==> src/rtl/rom_arb_pkg.sv <==
// Shared types, defaults and the round-robin pick function for the ROM arbiter.
package rom_arb_pkg;

  localparam int NUM_REQ_DEF = 4;
  localparam int ADDR_W_DEF  = 4;
  localparam int DATA_W_DEF  = 8;
  localparam int MAX_REQ     = 8;

  typedef enum logic {
    IDLE,
    RESP
  } rom_arb_state_e;

  // Walks the requesters starting at ptr and wrapping modulo n.
  // The first valid requester found gets the one-hot grant.
  function automatic logic [MAX_REQ-1:0] onehot_rr_pick(
    input logic [MAX_REQ-1:0] valid,
    input logic [2:0]         ptr,
    input int                 n
  );
    logic [MAX_REQ-1:0] pick;
    logic [2:0]         pos;
    logic               found;
    pick  = '0;
    found = 1'b0;
    for (int k = 0; k < MAX_REQ; k++) begin
      pos = 3'((int'(ptr) + k) % n);
      if ((k < n) && !found && valid[pos]) begin
        pick[pos] = 1'b1;
        found     = 1'b1;
      end
    end
    return pick;
  endfunction

endpackage

==> src/rtl/rr_picker.sv <==
// Combinational round-robin picker: returns the one-hot grant, its index and a flag.
module rr_picker
  import rom_arb_pkg::*;
#(
  parameter int N     = NUM_REQ_DEF,
  parameter int PTR_W = $clog2(N)
) (
  input  logic [N-1:0]     valid,
  input  logic [PTR_W-1:0] ptr,
  output logic [N-1:0]     grant,
  output logic [PTR_W-1:0] idx,
  output logic             any
);

  logic [MAX_REQ-1:0] valid_ext;
  logic [MAX_REQ-1:0] pick;

  always_comb begin
    valid_ext        = '0;
    valid_ext[N-1:0] = valid;
    pick             = onehot_rr_pick(valid_ext, 3'(ptr), N);
    grant            = pick[N-1:0];
    any              = |pick;
    idx              = '0;
    for (int i = 0; i < N; i++) begin
      if (pick[i]) idx = PTR_W'(i);
    end
  end

endmodule

==> src/rtl/rom_rr_arbiter.sv <==
// Round-robin arbiter sharing one combinational ROM between NUM_REQ requesters.
// Define ROM_ARB_STATS_EN to add per-requester saturating grant counters (grant_cnt).
module rom_rr_arbiter
  import rom_arb_pkg::*;
#(
  parameter int NUM_REQ = NUM_REQ_DEF,
  parameter int ADDR_W  = ADDR_W_DEF,
  parameter int DATA_W  = DATA_W_DEF
) (
  input  logic                      clk,
  input  logic                      rst_n,
  input  logic [NUM_REQ-1:0]        req_valid,
  input  logic [NUM_REQ*ADDR_W-1:0] req_addr,
  output logic [NUM_REQ-1:0]        req_ready,
  output logic [ADDR_W-1:0]         rom_addr,
  input  logic [DATA_W-1:0]         rom_data,
  output logic                      rsp_valid,
  output logic [NUM_REQ-1:0]        rsp_id,
  output logic [DATA_W-1:0]         rsp_data,
  input  logic                      rsp_ready
`ifdef ROM_ARB_STATS_EN
  ,
  output logic [NUM_REQ*16-1:0]     grant_cnt
`endif
);

  localparam int PTR_W = $clog2(NUM_REQ);

  generate
    if (NUM_REQ < 2 || NUM_REQ > MAX_REQ) begin : g_bad_num_req
      $error("rom_rr_arbiter: NUM_REQ must be within 2..8");
    end
  endgenerate

  rom_arb_state_e     state;
  logic [PTR_W-1:0]   rr_ptr;
  logic [PTR_W-1:0]   grant_idx;
  logic [PTR_W-1:0]   ptr_next;
  logic [NUM_REQ-1:0] grant;
  logic [NUM_REQ-1:0] pick_valid;
  logic               grant_any;
  logic               grant_ok;
  logic [ADDR_W-1:0]  grant_addr;
  logic [ADDR_W-1:0]  addr_q;

  // A new request may be taken while idle, or while the current response drains.
  assign grant_ok   = rst_n && ((state == IDLE) || rsp_ready);
  assign pick_valid = req_valid & {NUM_REQ{grant_ok}};

  rr_picker #(
    .N     (NUM_REQ),
    .PTR_W (PTR_W)
  ) u_picker (
    .valid (pick_valid),
    .ptr   (rr_ptr),
    .grant (grant),
    .idx   (grant_idx),
    .any   (grant_any)
  );

  assign req_ready = grant;
  assign ptr_next  = (grant_idx == PTR_W'(NUM_REQ - 1)) ? '0 : grant_idx + 1'b1;

  always_comb begin
    grant_addr = '0;
    for (int i = 0; i < NUM_REQ; i++) begin
      if (grant[i]) grant_addr = req_addr[i*ADDR_W +: ADDR_W];
    end
  end

  // The ROM keeps seeing the last granted address while nobody is granted.
  assign rom_addr = grant_any ? grant_addr : addr_q;

  always_ff @(posedge clk or negedge rst_n) begin
    if (!rst_n) begin
      state     <= IDLE;
      rsp_valid <= 1'b0;
      rsp_id    <= '0;
      rsp_data  <= '0;
      rr_ptr    <= '0;
      addr_q    <= '0;
    end else if (grant_any) begin
      state     <= RESP;
      rsp_valid <= 1'b1;
      rsp_id    <= grant;
      rsp_data  <= rom_data;
      rr_ptr    <= ptr_next;
      addr_q    <= grant_addr;
    end else if (state == RESP && rsp_ready) begin
      state     <= IDLE;
      rsp_valid <= 1'b0;
    end
  end

`ifdef ROM_ARB_STATS_EN
  logic [15:0] cnt_q [NUM_REQ];

  always_ff @(posedge clk or negedge rst_n) begin
    if (!rst_n) begin
      for (int i = 0; i < NUM_REQ; i++) cnt_q[i] <= '0;
    end else begin
      for (int i = 0; i < NUM_REQ; i++) begin
        if (grant[i] && cnt_q[i] != 16'hFFFF) cnt_q[i] <= cnt_q[i] + 16'd1;
      end
    end
  end

  generate
    for (genvar g = 0; g < NUM_REQ; g++) begin : g_cnt_out
      assign grant_cnt[g*16 +: 16] = cnt_q[g];
    end
  endgenerate
`endif

endmodule

==> config.mk <==
export PLATFORM = sky130hd
export DESIGN_NAME = rom_rr_arbiter
export DESIGN_NICKNAME = d
export VERILOG_FILES = /design/src/rtl/rom_arb_pkg.sv /design/src/rtl/rr_picker.sv /design/src/rtl/rom_rr_arbiter.sv
export SDC_FILE = /design/constraint.sdc
export NUM_CORES = 1
export LEC_CHECK = 0
export ABC_AREA = 1
export BUFFER_PORTS_ARGS = -buffer_cell sky130_fd_sc_hd__buf_2
export CAP_MARGIN = 40
export CORE_ASPECT_RATIO = 1.5
export CORE_MARGIN = 4
export CORE_UTILIZATION = 26
export CTS_BUF_LIST = sky130_fd_sc_hd__clkbuf_8
export CTS_CLUSTER_SIZE = 8
export DETAILED_ROUTE_END_ITERATION = 16
export PLACE_DENSITY = 0.45
export SLEW_MARGIN = 20
export SYNTH_ARGS = -nofsm -noshare
export SYNTH_HDL_FRONTEND = slang
export SYNTH_SLANG_ARGS = --single-unit
export TNS_END_PERCENT = 10
==> constraint.sdc <==
create_clock -name clk -period 4.2 [get_ports clk]
set_input_delay 0.42 -clock clk [delete_from_list [all_inputs] [get_ports clk]]
set_output_delay 0.42 -clock clk [all_outputs]
set_load 0.03 [all_outputs]
* Word level (Yosys, flattened, before mapping)
Cells that the tools add are included.
** Word-level totals
- Output and inout bits :: 21
- Logic and storage cells :: 78
- Bits in registers :: 19
- Input port bits :: 31
** Cells by class
- Add/subtract/negate cells :: 4
- Bitwise operators :: 8
- Reduce and logical (&&, ||, !) cells :: 18
- Muxes and demuxes :: 34
- Equality and inequality tests :: 1
- $lt $le $gt $ge :: 8
** Operators by type and width (count)
- $mux W4 :: 6
- $mux W8 :: 3
- $or A8 B8 Y8 :: 3
- $mux W1 :: 14
- $lt A3 B4 Y1 const B :: 3
- $bmux W1 S3 :: 3
- $demux W1 S3 :: 3
- $ge A3 B1 Y1 const B :: 3
- $logic_and A1 B1 Y1 :: 9
- $reduce_or A8 Y1 :: 1
- $mux W2 :: 3
- $reduce_or A2 Y1 :: 3
- $add A2 B1 Y2 const B :: 2
- $add A2 B2 Y2 const B :: 2
- $and A4 B4 Y4 :: 1
- $lt A2 B4 Y1 const B :: 1
- $and A1 B1 Y1 const A :: 3
- $logic_not A1 Y1 :: 3
- $bmux W1 S2 :: 1
- $demux W1 S2 :: 1
- $eq A2 B2 Y1 const B :: 1
- $ge A2 B1 Y1 const B :: 1
- $reduce_bool A2 Y1 :: 1
- $logic_or A1 B1 Y1 :: 1
- $not A1 Y1 :: 1

* Logic depth before layout (Yosys ltp)
Gate-level depths: netlist of run 1.
- Depth in word-level cells :: 21
- Depth in mapped cells :: 16

* Hierarchy
Synthesis of run 1 repeated with hierarchy kept, for this count alone.
** Unflattened totals
- Cell total of the unflattened synthesis :: 204
- Area, all modules :: 1362.6 um2
** By module, submodules not included
- rom_rr_arbiter :: area an instance 895.9 um2, cells an instance 121, times used 1
- rr_picker :: area an instance 466.7 um2, cells an instance 83, times used 1

* Least setup slack after synthesis of run 1
OpenSTA, ideal clock, no wires.
- Path type :: register to output
- Start point :: register rr_ptr[0]
- End point :: output rom_addr[0]
- Arrival :: 2.411 ns
- Cell stages (with the launch flop) :: 14
- Path slack :: 1.369 ns
- Path buffers :: 0
- Cells stage by stage :: dfrtp_1 inv_2 ha_1 inv_1 nand2_1 nand2_4 nor2_8 nand3_1 nand3_2 nor2_4 nand2_4 nand2_1 nor2_1 a21oi_1
** Between the ends
- Cells in the longest elaborated chain, start to end :: 18
** Ends and longest elaborated chain
- start, declared :: RTL line rom_rr_arbiter.sv:36 : logic [PTR_W-1:0] rr_ptr;
- start signal, assigned :: RTL line rom_rr_arbiter.sv:87 : rr_ptr <= ptr_next;
- $add A2 B1 Y2 :: RTL line rom_arb_pkg.sv:27 : pos = 3'((int'(ptr) + k) % n);
- $reduce_or A2 Y1 (no line)
- $and A1 B1 Y1 (no line)
- $lt A3 B4 Y1 (implied by the code), or another cell as far along :: RTL line rom_arb_pkg.sv:29 : pick[pos] = 1'b1;
- $logic_and A1 B1 Y1 (implied by the code) or $mux W1 (tied branches) :: RTL line rom_arb_pkg.sv:29, rom_arb_pkg.sv:28
- $mux W1 (implied by the code) or $logic_and A1 B1 Y1 (tied branches) :: RTL line rom_arb_pkg.sv:29, rom_arb_pkg.sv:28
- $demux W1 S3 or $mux W1 (tied branches)
- $or A8 B8 Y8 (no line) or $logic_not A1 Y1 (tied branches)
- $mux W8 or $logic_and A1 B1 Y1 (tied branches) :: RTL line rom_arb_pkg.sv:28 : if ((k < n) && !found && valid[pos]) begin
- $or A8 B8 Y8 (no line) or $mux W1 (tied branches)
- $mux W8 or $logic_not A1 Y1 (tied branches) :: RTL line rom_arb_pkg.sv:28
- $or A8 B8 Y8 (no line) or $logic_and A1 B1 Y1 (tied branches)
- $mux W8 (*) :: RTL line rom_arb_pkg.sv:28
- named net req_ready[0] :: RTL line rom_rr_arbiter.sv:14 : output logic [NUM_REQ-1:0] req_ready,
- $mux W4 (4 in a row) :: RTL line rom_rr_arbiter.sv:67 : if (grant[i]) grant_addr = req_addr[i*ADDR_W +: ADDR_W];
- $mux W4 (*)
- end, declared :: RTL line rom_rr_arbiter.sv:15 : output logic [ADDR_W-1:0] rom_addr,
The timed path passes the listed nets; every way through them passes the cells marked *. The select of a mux whose other input is x is not followed.

* Worst setup path in the final report of run 1
- Start point :: register rr_ptr[0]
- End point :: output rom_addr[3]
** Between the ends
- Cells in the longest elaborated chain, start to end :: 18
** Ends and longest elaborated chain (RTL line)
- $add A2 B1 Y2 :: rom_arb_pkg.sv:27
- $reduce_or A2 Y1 (no line)
- $and A1 B1 Y1 (no line)
- $lt A3 B4 Y1 (implied by the code), or another cell as far along :: rom_arb_pkg.sv:29
- $logic_and A1 B1 Y1 (implied by the code) or $mux W1 (tied branches) :: rom_arb_pkg.sv:29, rom_arb_pkg.sv:28
- $mux W1 (implied by the code) or $logic_and A1 B1 Y1 (tied branches) :: rom_arb_pkg.sv:29, rom_arb_pkg.sv:28
- $demux W1 S3 or $mux W1 (tied branches)
- $or A8 B8 Y8 (no line) or $logic_not A1 Y1 (tied branches)
- $mux W8 or $logic_and A1 B1 Y1 (tied branches) :: rom_arb_pkg.sv:28
- $or A8 B8 Y8 (no line) or $mux W1 (tied branches)
- $mux W8 or $logic_not A1 Y1 (tied branches) :: rom_arb_pkg.sv:28
- $or A8 B8 Y8 (no line) or $logic_and A1 B1 Y1 (tied branches)
- $mux W8 (*) :: rom_arb_pkg.sv:28
- $mux W4 (4 in a row) :: rom_rr_arbiter.sv:67
- $mux W4 (*)
Mark *: on every way between the ends. The rest lies on a longest branch, timed or not. The select of a mux whose other input is x is not followed.

==> results of run 1 <==
routing by layer:
| metal | vias up | wire, um | global-route usage (%) | part of all wire [%] |
|---|---|---|---|---|
| met3 | 4 | 109 | 0.8102 | 2.9 |
| met2 | 25 | 2145 | 21.83 | 58 |
| met5 | - | 0 | 0 | 0 |
| li1 | 681 | - | - | - |
| met4 | 0 | 59 | 4.688 | 1.6 |
| met1 | 581 | 1393 | 12.99 | 38 |
state kept, by name, summed over array words and instances, names as in the netlist:
register	flops
addr_q	4
rr_ptr	2
rsp_data	8
rsp_id	4
state	1
cell usage after synthesis (all sizes together):
| library cell | number |
|---|---|
| nand3 | 27 |
| buf | 3 |
| nand2 | 78 |
| o22ai | 1 |
| inv | 9 |
| a31o | 1 |
| nand4 | 8 |
| a21oi | 4 |
| clkinv | 4 |
| nor3 | 1 |
| o21ai | 1 |
| ha | 6 |
| nor2 | 16 |
| dfrtp | 19 |
stage by stage:
stage | utilization, % | setup slack [ns] | area, um2 | hold slack [ns]
detailed placement | 32.79 | 1.062 | 1680 | 0.4423
global route | 33.69 | 0.7251 | 1727 | 0.1916
global placement | 32.79 | 1.048 | 1680 | 0.4414
finish | 33.69 | 0.9684 | 1727 | 0.1493
floorplan | - | 1.369 | 1379 | 0.1244
CTS | 33.69 | 0.9209 | 1727 | 0.1626
cells in the final DEF (no fill, tap or decap), drive strengths merged:
| cell | netlist | layout |
|---|---|---|
| inv | 9 | 9 |
| buf | 3 | 51 |
| a31o | 1 | 1 |
| nand4 | 8 | 8 |
| nand3 | 27 | 27 |
| nor3 | 1 | 1 |
| dfrtp | 19 | 19 |
| o22ai | 1 | 1 |
| nand2 | 78 | 78 |
| nor2 | 16 | 16 |
| o21ai | 1 | 1 |
| clkbuf | 0 | 3 |
| clkinv | 4 | 5 |
| ha | 6 | 6 |
| a21oi | 4 | 4 |
cells by family after synthesis:
kind of cell	count (synthesis)	synth area share (%)
DFF	19	34.48
AOI/OAI and AO/OA	7	3.176
buffers and inverters	16	6.534
adders and majority gates	6	5.445
and+or+nand+nor	130	50.36
final cells by class:
type / count / area, um2
repair buffers: 51 / 255.2
clock buffers: 3 / 41.29
multi-input cells: 143 / 813.3
inverters: 13 / 51.30
clock inverters: 1 / 5.005
fillers: 599 / 3398
flip-flops and latches: 19 / 475.5
well taps: 68 / 85.08
path summary, 6_finish.rpt:
check,cells after the start,endpoint,start,slack (ns)
setup / recovery,14,rom_addr[3],rr_ptr[0],0.97
hold / removal,1,addr_q[2],rst_n,0.15
setup reg to reg,13,addr_q[3],rr_ptr[0],1.78
hold reg to reg,2,rsp_data[3],rsp_data[3],0.47
max in group asynchronous,1,rr_ptr[1],rst_n,3.67
min in group clk,3,rsp_data[7],rom_data[7],0.36
==> results.tsv, run 1 <==
metric	value	unit
outcome	finished clean	
avgSynthCellArea	7.746	um2
die_area	0.006556	mm2
place_inst	294	
finClkSkew	0.001234	ns
wl	3708	um
portBuffers	51	
ctsLongestPathBuffers	2	
finalSetupViolCount	0	
grt_usage	11.72	%
yosys.area.top_type	dfrtp_1	
avgViaCountPerCell	4.332	
crit_fanout	17	
final_max_slew_viol_count	0	
relSlewSlack	61.97	%
yosysWarnings	0	
final_layout_size_suffix_gt1_share	37.83	%
first_iter_violations	51	
synth_fp_nets	215	
ctsHtreeMaxLevel	1	
grt-ovfl-total	0	
ctsHoldBuffers	0	
cts_tree	built	
postCtsResizedCells	0	
numCtsBuffers	3	
critPathArrivalTime	2.81	ns
dp_hpwl	3025	um
vias	1291	
path_cells	inv_2 > ha_1 > inv_1 > nand3_1 > nand2_1 > nor2_2 > nand3_1 > nand3_4 > nor2_4 > nand2_4 > inv_4 > nand2_1 > nand2_1 > buf_2	
seq_area_frac_synth	34.48	%
synth_top_area_share	34.48	%
synth.area.top_cells	dfrtp_1 (34%), nand2_1 (17%), nand3_1 (8.3%)	
path_clk_slew	0.07	ns
post_cts_buffers	0	
rows	32	
nets	268	
final-hold-violation-count	0	
wl_per_cell	12.44	um
route.detailed.drc	0	
critical_path.startpoint_type	flip-flop	
diodes	0	
gp_congestion	0.7485	
core-area	0.005125	mm2
period_needed	3.232	ns
clkLatencyLatePin	0.26	ns
synthToLayoutAreaGrowth	25.23	%
worstMarginPinSlew	0.5705	ns
maxCapViolCount	0	
synth_area	0.001379	mm2
cts.sinks	19	
antenna_found_initial	0	
synth_cell_types	27	
pin_count	52	
slowest_delay	0.51	ns
grt_pass1_wl	5947	um
firstDrtPassIters	4	
cpMostUsedCell	nand2_1	
path_buf_inv	4	
end_kind	output port	
synth_cells	178	
final_cells	298	
rsz0062_at_grt	no	
critPathKind	flip-flop to output port	
worst_path_max_delay_cell	dfrtp_1	
dieWidth	67.46	um
grt_pass1_vias	1274	
synth_seq_cells	19	
fmax	309.4	MHz
setup_tns	0	ns
crit_required	3.78	ns
clock-root-buffer	clkbuf_8	
hp-class	input port to asynchronous set/reset pin	
initial_core_util	26.90	%
grt_max_degree	28	
ant_nets	0	
die_h	97.19	um
period_share	76.94	%
critPathTopFamily	simple AND/OR/NAND/NOR gates	
Power of run 1 is not shown: default switching activity piles up to over one toggle a cycle in this logic, so the estimate is an artifact.
==> inputs of run 2 (changes only) <==
==> constraint.sdc (replaced) <==
create_clock -name clk -period 3 [get_ports clk]
set_input_delay 0.3 -clock clk [delete_from_list [all_inputs] [get_ports clk]]
set_output_delay 0.3 -clock clk [all_outputs]
set_load 0.03 [all_outputs]
==> run 2 against run 1 <==
  * Non-clock buffer count up 11
  * Register-to-register slack worse by 1.1 ns
  * Final cell count up 3.7%
  * Setup slack worse by 0.75 ns
  * Flip-flop and latch count unchanged
  * Largest cell class unchanged
  * Highest routed layer unchanged
==> results.tsv, run 2 (synthesis results as in run 1) <==
metric	value	unit
antenna_found_initial	0	
place_area	0.001710	mm2
largest_reg_flops	8	
cp-startpoint	rr_ptr[0]	
die_area	0.006556	mm2
outcome	finished clean	
rows	32	
diodes	0	
dp_slack	0.2002	ns
clock-root-buffer	clkbuf_8	
numCtsBuffers	3	
grt_max_degree	20	
fillers	603	
finClkSkew	0.0009121	ns
portBuffers	51	
crit_fanout	8	
busiest_layer	met2	
maxCapViolCount	0	
use_met1	14.52	%
critPathKind	flip-flop to output port	
crit_required	2.70	ns
ctsLongestPathBuffers	2	
critical_path.startpoint_type	flip-flop	
finalInstanceArea	0.001884	mm2
avgViaCountPerCell	4.382	
grt-ovfl-total	0	
end_kind	output port	
layout.cells.most_common	nand2_1	
die_h	97.19	um
finalSetupViolCount	0	
ctsHtreeMaxLevel	1	
dieWidth	67.46	um
wl	3965	um
rsz0062_at_grt	no	
grt_usage	12.47	%
setup_slack	0.2195	ns
pin_count	52	
final_layout_size_suffix_gt1_share	44.40	%
grt_pass1_vias	1271	
gr-usage-met3	0.6944	%
final_cell_mix	nand2_1 (62), buf_2 (47), nand3_1 (21)	
multi_input_area	867.1	um2
relSlewSlack	83.83	%
final-seq-area	478.0	um2
crit-reg2reg-launch	rr_ptr[0]	
first_iter_violations	50	
path_clk_slew	0.07	ns
core-area	0.005125	mm2
gp_congestion	0.8032	
firstDrtPassIters	4	
dp_hpwl	3174	um
ant_nets	0	
period_share	92.68	%
route.detailed.drc	0	
synthToLayoutAreaGrowth	36.66	%
vias	1354	
critPathArrivalTime	2.48	ns
clkLatencyLatePin	0.26	ns
worstMarginPinSlew	0.2425	ns
cts.sinks	19	
final-hold-violation-count	0	
wl_per_cell	12.83	um
period_needed	2.780	ns
cts_tree	built	
grt_pass1_wl	6175	um
initial_core_util	26.90	%
hp-class	input port to asynchronous set/reset pin	
top_register	rsp_data	
fmax	359.6	MHz
final_max_slew_viol_count	0	
nets	279	
setup_tns	0	ns
grt_util_met2	22.06	%
reg.largest.list	rsp_data: 8 flops, addr_q: 4 flops, rsp_id: 4 flops	
fin_util	36.77	%
==> run 2: timing repair <==
item | in CTS | in global routing
pin swaps | 0 | 4
setup endpoints to repair | 4 | 4
hold buffers | 0 | 0
resized for setup | 2 | 19
setup buffers | 0 | 7
cloned | 0 | 0
==> run 2: cell type report <==
| class | count | area share, % |
|---|---|---|
| clock inverters | 1 | 0.2656 |
| flip-flops and latches | 19 | 25.37 |
| well taps | 68 | 4.515 |
| clock buffers | 3 | 2.191 |
| repair buffers | 62 | 18.66 |
| multi-input cells | 143 | 46.02 |
| inverters | 13 | 2.988 |
==> run 2: path summary, 6_finish.rpt <==
check	to	slack [ns]	cells after the start
worst max register to register	rsp_id[2]	0.73	14
worst max-delay path	rom_addr[3]	0.22	17
max in group asynchronous	rr_ptr[1]	2.64	2
min in group clk	rsp_data[6]	0.24	3
worst min register to register	rsp_data[4]	0.48	2
worst min-delay path	rsp_data[6]	0.15	2
==> run 2: worst max-delay path: stages (launching register included) <==
cell      delay, ns
dfrtp_2        0.47
inv_4          0.14
ha_4           0.22
inv_1          0.06
nand2_1        0.08
nand2_4        0.11
nand3_1        0.08
nand2_1        0.09
clkinv_1       0.12
nand2_1        0.08
nor2_1         0.04
buf_4          0.15
nor2_2         0.10
nand2_1        0.06
nand3_1        0.07
o21ai_0        0.08
nand2_1        0.08
clkbuf_4       0.19
==> run 2: metrics by stage <==
step	instances	hold WS, ns
CTS	302	0.1494
global placement	298	0.4288
floorplan	178	0.004409
detailed placement	298	0.4318
finish	309	0.1465
global route	309	0.1965
==> run 2: metal layers <==
layer  part of all wire [%]  up-vias
met5                      0        -
met4                    2.1        0
met3                    2.3        5
met2                     57       30
met1                     38      619
li1                       -      700
Power of run 2 is left out for the same reason.
